[config.mk]
export PLATFORM = sky130hd
export DESIGN_NAME = mc_ctrl
export DESIGN_NICKNAME = d
export VERILOG_FILES = /design/src/rtl/mc_ctrl_pkg.sv /design/src/rtl/mc_opc_class.sv /design/src/rtl/mc_ctrl.sv
export SDC_FILE = /design/constraint.sdc
export NUM_CORES = 1
export LEC_CHECK = 0
export BUFFER_PORTS_ARGS = -buffer_cell sky130_fd_sc_hd__buf_2
export CAP_MARGIN = 20
export CORE_MARGIN = 5
export CORE_UTILIZATION = 50
export DETAILED_ROUTE_END_ITERATION = 10
export PLACE_DENSITY = 0.93
export SLEW_MARGIN = 0
export SYNTH_ARGS = -nofsm -noshare
export SYNTH_HDL_FRONTEND = slang
export SYNTH_HIERARCHICAL = 1
export SYNTH_SLANG_ARGS = --single-unit
[constraint.sdc]
create_clock -name clk -period 5.61 [get_ports clk]
set_clock_uncertainty 0.05 [all_clocks]
set_input_delay 0 -clock clk [delete_from_list [all_inputs] [get_ports clk]]
set_output_delay 0 -clock clk [all_outputs]
set_load 0.01 [all_outputs]
[src/rtl/mc_ctrl_pkg.sv]
// Shared definitions for the mc_ctrl sequencer: opcode constants on inst[6:2],
// state encodings, one-hot opcode class indices and the pc_sel/wb_sel encodings.
package mc_ctrl_pkg;

  localparam int INSTRUCTION_WIDTH = 32;

  localparam logic [4:0] OPC_LOAD   = 5'b00000;
  localparam logic [4:0] OPC_OP_IMM = 5'b00100;
  localparam logic [4:0] OPC_AUIPC  = 5'b00101;
  localparam logic [4:0] OPC_STORE  = 5'b01000;
  localparam logic [4:0] OPC_OP     = 5'b01100;
  localparam logic [4:0] OPC_LUI    = 5'b01101;
  localparam logic [4:0] OPC_BRANCH = 5'b11000;
  localparam logic [4:0] OPC_JALR   = 5'b11001;
  localparam logic [4:0] OPC_JAL    = 5'b11011;

  typedef enum logic [2:0] {
    ST_FETCH  = 3'd0,
    ST_DECODE = 3'd1,
    ST_EXEC   = 3'd2,
    ST_MEM    = 3'd3,
    ST_WB     = 3'd4,
    ST_TRAP   = 3'd5
  } state_e;

  localparam int NUM_CLS    = 9;
  localparam int CLS_LOAD   = 0;
  localparam int CLS_OP_IMM = 1;
  localparam int CLS_AUIPC  = 2;
  localparam int CLS_STORE  = 3;
  localparam int CLS_OP     = 4;
  localparam int CLS_LUI    = 5;
  localparam int CLS_BRANCH = 6;
  localparam int CLS_JALR   = 7;
  localparam int CLS_JAL    = 8;

  typedef logic [NUM_CLS-1:0] cls_t;

  // Classes whose ALU operand B is the immediate, and classes that write rd.
  localparam cls_t ALU_IMM_MASK = cls_t'((1 << CLS_LOAD) | (1 << CLS_STORE) | (1 << CLS_OP_IMM) |
                                         (1 << CLS_JALR) | (1 << CLS_AUIPC));
  localparam cls_t RF_WRITE_MASK = cls_t'((1 << CLS_LOAD) | (1 << CLS_OP_IMM) | (1 << CLS_AUIPC) |
                                          (1 << CLS_OP) | (1 << CLS_LUI) | (1 << CLS_JALR) |
                                          (1 << CLS_JAL));

  localparam logic [1:0] PC_SEL_PLUS4 = 2'd0;
  localparam logic [1:0] PC_SEL_IMM   = 2'd1;
  localparam logic [1:0] PC_SEL_ALU   = 2'd2;

  localparam logic [1:0] WB_SEL_ALU  = 2'd0;
  localparam logic [1:0] WB_SEL_LOAD = 2'd1;
  localparam logic [1:0] WB_SEL_PC4  = 2'd2;
  localparam logic [1:0] WB_SEL_IMM  = 2'd3;

endpackage

[src/rtl/mc_opc_class.sv]
// Combinational opcode classifier: inst[6:0] -> one-hot class vector plus a
// valid bit (32-bit encoding with a supported opcode).
module mc_opc_class
  import mc_ctrl_pkg::*;
(
  input  logic [6:0] inst_i,
  output cls_t       cls_o,
  output logic       valid_o
);

  // Map the major opcode onto its class bit; unknown opcodes leave the vector empty.
  always_comb begin
    cls_o = '0;
    case (inst_i[6:2])
      OPC_LOAD:   cls_o[CLS_LOAD]   = 1'b1;
      OPC_OP_IMM: cls_o[CLS_OP_IMM] = 1'b1;
      OPC_AUIPC:  cls_o[CLS_AUIPC]  = 1'b1;
      OPC_STORE:  cls_o[CLS_STORE]  = 1'b1;
      OPC_OP:     cls_o[CLS_OP]     = 1'b1;
      OPC_LUI:    cls_o[CLS_LUI]    = 1'b1;
      OPC_BRANCH: cls_o[CLS_BRANCH] = 1'b1;
      OPC_JALR:   cls_o[CLS_JALR]   = 1'b1;
      OPC_JAL:    cls_o[CLS_JAL]    = 1'b1;
      default:    cls_o = '0;
    endcase
    valid_o = (inst_i[1:0] == 2'b11) && (cls_o != '0);
  end

endmodule

[src/rtl/mc_ctrl.sv]
// Multi-cycle RV32I control sequencer (FETCH/DECODE/EXEC/MEM/WB, sticky TRAP).
// Define MC_TIMEOUT_EN to bound every memory wait to TIMEOUT cycles and trap with bus_err.
module mc_ctrl
  import mc_ctrl_pkg::*;
#(
  parameter int INST_WIDTH = INSTRUCTION_WIDTH,
  parameter int TIMEOUT    = 16
) (
  input  logic                  clk,
  input  logic                  rst_n,
  output logic                  imem_req,
  input  logic                  imem_ack,
  input  logic [INST_WIDTH-1:0] imem_rdata,
  output logic [INST_WIDTH-1:0] inst_q,
  output logic                  dmem_req,
  output logic                  dmem_we,
  input  logic                  dmem_ack,
  input  logic                  branch_taken,
  output logic                  pc_we,
  output logic [1:0]            pc_sel,
  output logic                  alu_src_imm,
  output logic [1:0]            wb_sel,
  output logic                  rf_we,
  output logic                  illegal,
  output logic                  bus_err,
  output logic [2:0]            state_o
);

  state_e                state_q, state_d;
  logic [INST_WIDTH-1:0] inst_d;
  logic                  illegal_q, illegal_d;
  logic                  bus_err_q, bus_err_d;

  cls_t fetch_cls_s, dec_cls_s;
  logic fetch_valid_s, dec_valid_s, fetch_ok_s;
  logic imem_req_s, dmem_req_s, dmem_we_s, pc_we_s, rf_we_s, alu_src_imm_s;
  logic [1:0] pc_sel_s, wb_sel_s;
  logic timeout_hit_s;

  mc_opc_class u_fetch_cls (
    .inst_i  (imem_rdata[6:0]),
    .cls_o   (fetch_cls_s),
    .valid_o (fetch_valid_s)
  );

  mc_opc_class u_dec_cls (
    .inst_i  (inst_q[6:0]),
    .cls_o   (dec_cls_s),
    .valid_o (dec_valid_s)
  );

  assign fetch_ok_s = fetch_valid_s && $onehot(fetch_cls_s);

`ifdef MC_TIMEOUT_EN
  localparam int CNT_W = $clog2(TIMEOUT + 1);
  logic [CNT_W-1:0] wait_cnt_q, wait_cnt_d;

  // Expiry is judged on the cycle whose increment would bring the count to TIMEOUT.
  assign timeout_hit_s = (wait_cnt_q == CNT_W'(TIMEOUT - 1));

  // Wait counter: restarts on every state change, counts unanswered request cycles.
  always_comb begin
    wait_cnt_d = wait_cnt_q;
    if (state_d != state_q) begin
      wait_cnt_d = '0;
    end else if ((imem_req_s && !imem_ack) || (dmem_req_s && !dmem_ack)) begin
      wait_cnt_d = wait_cnt_q + CNT_W'(1);
    end else begin
      wait_cnt_d = wait_cnt_q;
    end
  end

  // Wait counter register.
  always_ff @(posedge clk) begin
    if (!rst_n) begin
      wait_cnt_q <= '0;
    end else begin
      wait_cnt_q <= wait_cnt_d;
    end
  end
`else
  assign timeout_hit_s = 1'b0;
`endif

  // Next-state and Moore output decode from state and the latched opcode class.
  always_comb begin
    state_d       = state_q;
    inst_d        = inst_q;
    illegal_d     = illegal_q;
    bus_err_d     = bus_err_q;
    imem_req_s    = 1'b0;
    dmem_req_s    = 1'b0;
    dmem_we_s     = 1'b0;
    pc_we_s       = 1'b0;
    rf_we_s       = 1'b0;
    alu_src_imm_s = 1'b0;
    pc_sel_s      = PC_SEL_PLUS4;
    wb_sel_s      = WB_SEL_ALU;
    case (state_q)
      ST_FETCH: begin
        imem_req_s = 1'b1;
        if (imem_ack) begin
          inst_d = imem_rdata;
          if (fetch_ok_s) begin
            state_d = ST_DECODE;
          end else begin
            state_d   = ST_TRAP;
            illegal_d = 1'b1;
          end
        end else if (timeout_hit_s) begin
          state_d   = ST_TRAP;
          bus_err_d = 1'b1;
        end else begin
          state_d = ST_FETCH;
        end
      end
      ST_DECODE: begin
        state_d = ST_EXEC;
      end
      ST_EXEC: begin
        alu_src_imm_s = |(dec_cls_s & ALU_IMM_MASK);
        if (dec_cls_s[CLS_LOAD] || dec_cls_s[CLS_STORE]) begin
          state_d = ST_MEM;
        end else if (dec_cls_s[CLS_BRANCH]) begin
          pc_we_s  = 1'b1;
          pc_sel_s = branch_taken ? PC_SEL_IMM : PC_SEL_PLUS4;
          state_d  = ST_FETCH;
        end else begin
          state_d = ST_WB;
        end
      end
      ST_MEM: begin
        // Operand B stays on the immediate so the address is stable for the whole access.
        alu_src_imm_s = |(dec_cls_s & ALU_IMM_MASK);
        dmem_req_s    = 1'b1;
        dmem_we_s     = dec_cls_s[CLS_STORE];
        if (dmem_ack) begin
          if (dec_cls_s[CLS_STORE]) begin
            pc_we_s = 1'b1;
            state_d = ST_FETCH;
          end else begin
            state_d = ST_WB;
          end
        end else if (timeout_hit_s) begin
          state_d   = ST_TRAP;
          bus_err_d = 1'b1;
        end else begin
          state_d = ST_MEM;
        end
      end
      ST_WB: begin
        rf_we_s = dec_valid_s && |(dec_cls_s & RF_WRITE_MASK);
        pc_we_s = 1'b1;
        if (dec_cls_s[CLS_LOAD]) begin
          wb_sel_s = WB_SEL_LOAD;
        end else if (dec_cls_s[CLS_JAL] || dec_cls_s[CLS_JALR]) begin
          wb_sel_s = WB_SEL_PC4;
        end else if (dec_cls_s[CLS_LUI]) begin
          wb_sel_s = WB_SEL_IMM;
        end else begin
          wb_sel_s = WB_SEL_ALU;
        end
        if (dec_cls_s[CLS_JAL]) begin
          pc_sel_s = PC_SEL_IMM;
        end else if (dec_cls_s[CLS_JALR]) begin
          pc_sel_s = PC_SEL_ALU;
        end else begin
          pc_sel_s = PC_SEL_PLUS4;
        end
        state_d = ST_FETCH;
      end
      ST_TRAP: begin
        state_d = ST_TRAP;
      end
      default: begin
        state_d = ST_TRAP;
      end
    endcase
  end

  // State, instruction latch and sticky error flags.
  always_ff @(posedge clk) begin
    if (!rst_n) begin
      state_q   <= ST_FETCH;
      inst_q    <= '0;
      illegal_q <= 1'b0;
      bus_err_q <= 1'b0;
    end else begin
      state_q   <= state_d;
      inst_q    <= inst_d;
      illegal_q <= illegal_d;
      bus_err_q <= bus_err_d;
    end
  end

  // Strobes drop combinationally with rst_n so an in-flight access is abandoned at once.
  assign imem_req    = imem_req_s & rst_n;
  assign dmem_req    = dmem_req_s & rst_n;
  assign pc_we       = pc_we_s & rst_n;
  assign rf_we       = rf_we_s & rst_n;
  assign dmem_we     = dmem_we_s;
  assign pc_sel      = pc_sel_s;
  assign wb_sel      = wb_sel_s;
  assign alu_src_imm = alu_src_imm_s;
  assign illegal     = illegal_q;
  assign bus_err     = bus_err_q;
  assign state_o     = state_q;

endmodule

Yosys cells after proc, flatten, opt, wreduce, memory -nomap -nowiden. Index checks and enable logic that the tools add are counted.

Bitwise gates (word level): 5. Reductions and logical operators: 16. Add/sub/neg operators: 8. Multiplexer cells: 45. Eq/ne operators: 23.

Operators with widths (count): equality test 5 x 4 -> 1 bit, second input constant (6); equality test 5 bit, second input constant (6); 2-to-1 mux 1 bit (30); equality test 5 x 3 -> 1 bit, second input constant (4); 2-to-1 mux 3 bit (6); nonzero test 9 bit (2); one-hot mux 3 bit (5 select lines) (1); 2-to-1 mux 2 bit (6); logical NOT 5 bit (2); adder 1 x 1 -> 2 bit (4); OR reduction 7 bit (1); adder 2 x 2 -> 3 bit (2); equality test 3 x 2 -> 1 bit, second input constant (2); OR reduction 5 bit (1); adder 3 x 3 -> 4 bit (1); adder 4 x 1 -> 4 bit (1); bitwise AND 1 bit (4); equality test 2 bit, second input constant (2); equality test 4 x 1 -> 1 bit, second input constant (1); logical AND 1 bit (4); one-hot mux 2 bit (2 select lines) (1); equality test 3 x 1 -> 1 bit, second input constant (1); equality test 3 bit, second input constant (1); logical NOT 3 bit (1); other kinds (6) (7).

Logic and storage cells: 100. Register bits: 36. Input port bits: 37.

Logic depth before layout (Yosys ltp).
Depth after elaboration: 11. Mapped depth: 13.

Modules after synthesis. The synthesis kept the hierarchy.

Modules (own cells, without submodules): mc_ctrl (times used 1, cells an instance 211, area each 1675.4 um2); mc_opc_class (times used 2, cells an instance 20, area each 118.9 um2).

Least setup slack after synthesis. Ideal clock, no wire load.

Path type: input to register. Start: input imem_rdata[3]. End: register state_q[2], in the netlist state_o[2]. Path slack: 2.286 ns. Cell stages on the path: 13. Library setup time: 0.077 ns. Arrival: 3.197 ns. Path buffers: 0. Cell sequence: or3_1 > nor3_1 > inv_1 > fa_1 > fa_1 > fa_1 > inv_1 > fa_1 > inv_1 > fa_1 > o2111ai_1 > a21oi_1 > o22ai_1.

Word-level cells in the longest chain between the ends: 11. Elaborated cells between the ends (all ways): 33.

RTL lines: from (decl) (line mc_ctrl.sv:13) `input logic [INST_WIDTH-1:0] imem_rdata,`; logical NOT 5 bit (*) (line mc_opc_class.sv:14) `case (inst_i[6:2])`; 2-to-1 mux 1 bit (*) (line mc_opc_class.sv:14); named net fetch_cls_s[0] (line mc_ctrl.sv:34) `cls_t fetch_cls_s, dec_cls_s;`; adder 1 x 1 -> 2 bit (implied by the code) (line mc_ctrl.sv:52) `assign fetch_ok_s = fetch_valid_s && $onehot(fetch_cls_s);`; adder 2 x 2 -> 3 bit (implied by the code) (line mc_ctrl.sv:52); adder 3 x 3 -> 4 bit (implied by the code) (line mc_ctrl.sv:52); adder 4 x 1 -> 4 bit (implied by the code) (line mc_ctrl.sv:52); equality test 4 x 1 -> 1 bit (line mc_ctrl.sv:52); logical AND 1 bit (*) (line mc_ctrl.sv:52); 2-to-1 mux 3 bit (*) (line mc_ctrl.sv:104) `if (fetch_ok_s) begin`; 2-to-1 mux 3 bit (*) (line mc_ctrl.sv:102) `if (imem_ack) begin`; one-hot mux 3 bit (5 select lines) (*) (line mc_ctrl.sv:99) `case (state_q)`; to (signal assigned) (line mc_ctrl.sv:189) `state_q <= state_d;`; to (decl) (line mc_ctrl.sv:29) `state_e state_q, state_d;`.

The timed path passes the listed nets; every way through them passes the cells marked *. A chain may end at the register's enable or synchronous reset.

Final worst setup path. Same ends and word-level chain as after synthesis.

==> impl_metrics.json <==
{
  "synth_top_area_share_pct": 37.7,
  "synthFlopType": "dfxtp_1",
  "port_buffers": 82,
  "yosysTopAreaCell": "dfxtp_1",
  "wl_per_cell_um": 13.6,
  "crit_family": "adder cells",
  "drive_above_1_share_pct": 26.2,
  "ir_drop_mv": 0.183,
  "viasPerCell": 5.18,
  "critPathLaunchType": "primary input",
  "gp_congestion": 0.893,
  "crit_required_ns": 5.70,
  "critical-path-slowest-cell": "dlygate4sd3_1",
  "fmax_mhz": 252,
  "ys_seq_elements": 36,
  "criticalPathCategory": "primary input to register",
  "overflow": 0,
  "fin_tns_setup_ns": 0,
  "design_area_sq_um": 2760,
  "fp.dieW_um": 71.9,
  "setup_viol": 0,
  "postPlaceCellArea_sq_um": 2310,
  "drc": 0,
  "total_power_uw": 757,
  "htree_num_levels": 2,
  "hold-worst-slack_ns": 0.0491,
  "p_leak_uw": 0.00123,
  "status": "complete, no violations",
  "hold_path.class": "primary input to register",
  "fp-row-count": 22,
  "insertion_delay_ns": 0.28,
  "endpoint_kind": "register",
  "cp.depth": 15,
  "crit_chain": "dlygate4sd3_1 > buf_2 > or3_1 > nor3_1 > inv_1 > fa_1 > fa_1 > fa_1 > inv_1 > fa_1 > inv_1 > fa_1 > a211o_1 > a21oi_1 > o22ai_1",
  "clockBufferDepth": 2,
  "cp-startpoint": "imem_rdata[3]",
  "dpl.cell_count": 369,
  "slew_violations": 0,
  "r2r_end": "inst_q[27]$_SDFFE_PN0P_",
  "drt_iter0_drc": 123,
  "grt_first_pass_wirelength_mm": 9.04,
  "nNetsFinal": 406,
  "chipHeight_um": 71.9,
  "die-area_sq_um": 5160,
  "crit_path_max_incr_delay_ns": 0.56,
  "syn_area_sq_um": 1910,
  "internal-power_uw": 497,
  "start_util_pct": 51.9,
  "min_period_ns": 3.96,
  "syn_area_per_cell_sq_um": 7.62,
  "coreArea_sq_um": 3690,
  "synth_edf_count": 0,
  "worstPathArrival_ns": 4.05,
  "area_growth_pct": 44.3,
  "synthArstFlopShare_pct": 0,
  "cts_sinks": 36,
  "switching_power_uw": 260,
  "hold_viol": 0,
  "synth.most_common_cell": "nand2_1",
  "yosys_warnings": 6,
  "clkTransAtPathRegs_ns": 0.07,
  "p_sw_share_pct": 34.3,
  "syn-instance-count": 251,
  "worst_path_most_repeated_cell": "fa_1",
  "reg2reg_depth": 4,
  "crit_path_end": "state_o[2]$_SDFF_PN0_",
  "numCtsBuffers": 5,
  "synthTopCellsByCount": "72 x nand2_1, 38 x a21oi_1, 36 x dfxtp_1",
  "synth_cell_types": 40,
  "max_cap_viol_count": 0,
  "firstDrtPassIters": 4,
  "syn_nets": 295,
  "cts_tree": "done",
  "post-route-period-util_pct": 70.6,
  "seq_area_frac_synth_pct": 37.7,
  "worst_pin_slew_ns": 0.960,
  "grt_antenna_before_repair": 0,
  "grt_pass1_vias": 2000,
  "rrSetupSlack_ns": 3.58,
  "rsz0062_at_grt": "no",
  "post-dp-hpwl_mm": 3.52,
  "critPathBufInv": 5,
  "io_pins": 84,
  "synthTopCellsByArea": "dfxtp_1 38%, nand2_1 14%, a21oi_1 9.9%",
  "grt_use_total_pct": 21.7,
  "num_vias": 2135,
  "timing.rr.start": "state_o[0]$_SDFF_PN0_",
  "max_slew_margin_pct": 35.6,
  "wirelength_mm": 5.59,
  "fillCellCount": 276,
  "root_buffer": "clkbuf_8",
  "p_comb_share_pct": 31.9,
  "powerDensity_nw_per_um2": 274,
  "ant_nets": 0,
  "seq_power_share_pct": 43.0,
  "clkPwrFrac_pct": 25.0,
  "final_cells": 412,
  "grt_max_degree": 36,
  "cp_max_fo": 8
}
==> logic make-up (layout without fill, tap and decap cells) <==
| logic type | Yosys count | count (layout) | share of synthesized area [%] |
|---|---|---|---|
| compound gates | 52 | 52 | 16.5 |
| fa+ha+maj | 7 | 7 | 6.54 |
| buf+inv | 28 | 140 | 7.32 |
| flops | 36 | 36 | 37.7 |
| other cells | 1 | 2 | 0.196 |
| simple gates | 127 | 127 | 31.7 |
==> worst reg2reg max path: stages, from the launching register on <==
cell and delay, ns:
dfxtp_1 0.48, nor4b_4 0.80, buf_4 0.36, nand2_1 0.10, a21oi_1 0.14
==> flip-flops by register name, indices dropped and copies added, names as in the netlist <==
| name | count |
|---|---|
| illegal | 1 |
| inst_q | 32 |
| state_o | 3 |
==> what timing repair did <==
item	4_1_cts	5_1_grt
setup endpoints to repair	0	0
buffers inserted	0	0
hold buffers	33	0
hold endpoints to repair	35	0
gates resized for setup	0	0
==> cells in the final DEF, fill, tap and decap left out, drive strengths merged, types with 2 or more instances in the layout <==
master       count
a2111oi          2
nand3b           4
inv             14
dfxtp           36
o21ai            2
dlygate4sd3     33
nor2            12
nor3            12
a21oi           38
nand2           72
a21boi           2
nor3b            4
or3              2
fa               5
nand2b           9
and3             2
buf             84
clkbuf           7
nor4             2
a31oi            2
ha               2
nor4b            2
==> how the worst min path moves through the flow <==
stage                     slack [ns]  cells after the start                       to      startpoint
after floorplan                 0.05                      2                    rf_we           rst_n
after global placement          0.19                      3  inst_q[12]$_SDFFE_PN0P_  imem_rdata[12]
after detailed placement        0.20                      3  inst_q[30]$_SDFFE_PN0P_  imem_rdata[30]
after CTS                       0.04                      4    state_o[1]$_SDFF_PN0_        dmem_ack
after global routing            0.11                      4    state_o[1]$_SDFF_PN0_        dmem_ack
final                           0.05                      4    state_o[1]$_SDFF_PN0_        dmem_ack
==> metrics by stage <==
stage	setup slack, ns	util, %
2_1_floorplan	2.29	-
3_3_place_gp	2.03	62.6
3_5_place_dp	1.95	62.6
4_1_cts	1.69	74.1
5_1_grt	1.45	74.8
6_report	1.65	74.9
==> routing by layer <==
layer  GRT usage (%)  routed length, um  part of all wire [%]  vias up
met5               0                  0                     0        -
met4            8.14                 84                   1.5        0
met3            5.75                465                   8.3        8
met2            37.4               2760                    49       78
met1            25.8               2270                    41      989
li1                -                  -                     -     1060
==> layout make-up <==
type / instances / area (sq um) / area share (%)
Antenna cell: 1 / 2.50 / 0.0906
Clock buffer: 7 / 86.3 / 3.13
Clock inverter: 1 / 7.51 / 0.272
Inverter: 15 / 56.3 / 2.04
Multi-Input combinational cell: 187 / 1050 / 38.1
Sequential cell: 36 / 721 / 26.1
Tap cell: 48 / 60.1 / 2.17
Timing Repair Buffer: 117 / 776 / 28.1
==> power by group through the flow <==
stage                     Sequential (uW)  Clock [uW]  Combinational, uW
after floorplan                       337           0                135
after global placement                328           0                208
after detailed placement              331           0                210
after CTS                             325         194                228
after global routing                  332         202                268
final                                 326         190                242
No activity file was read; power rests on OpenSTA's default activity.
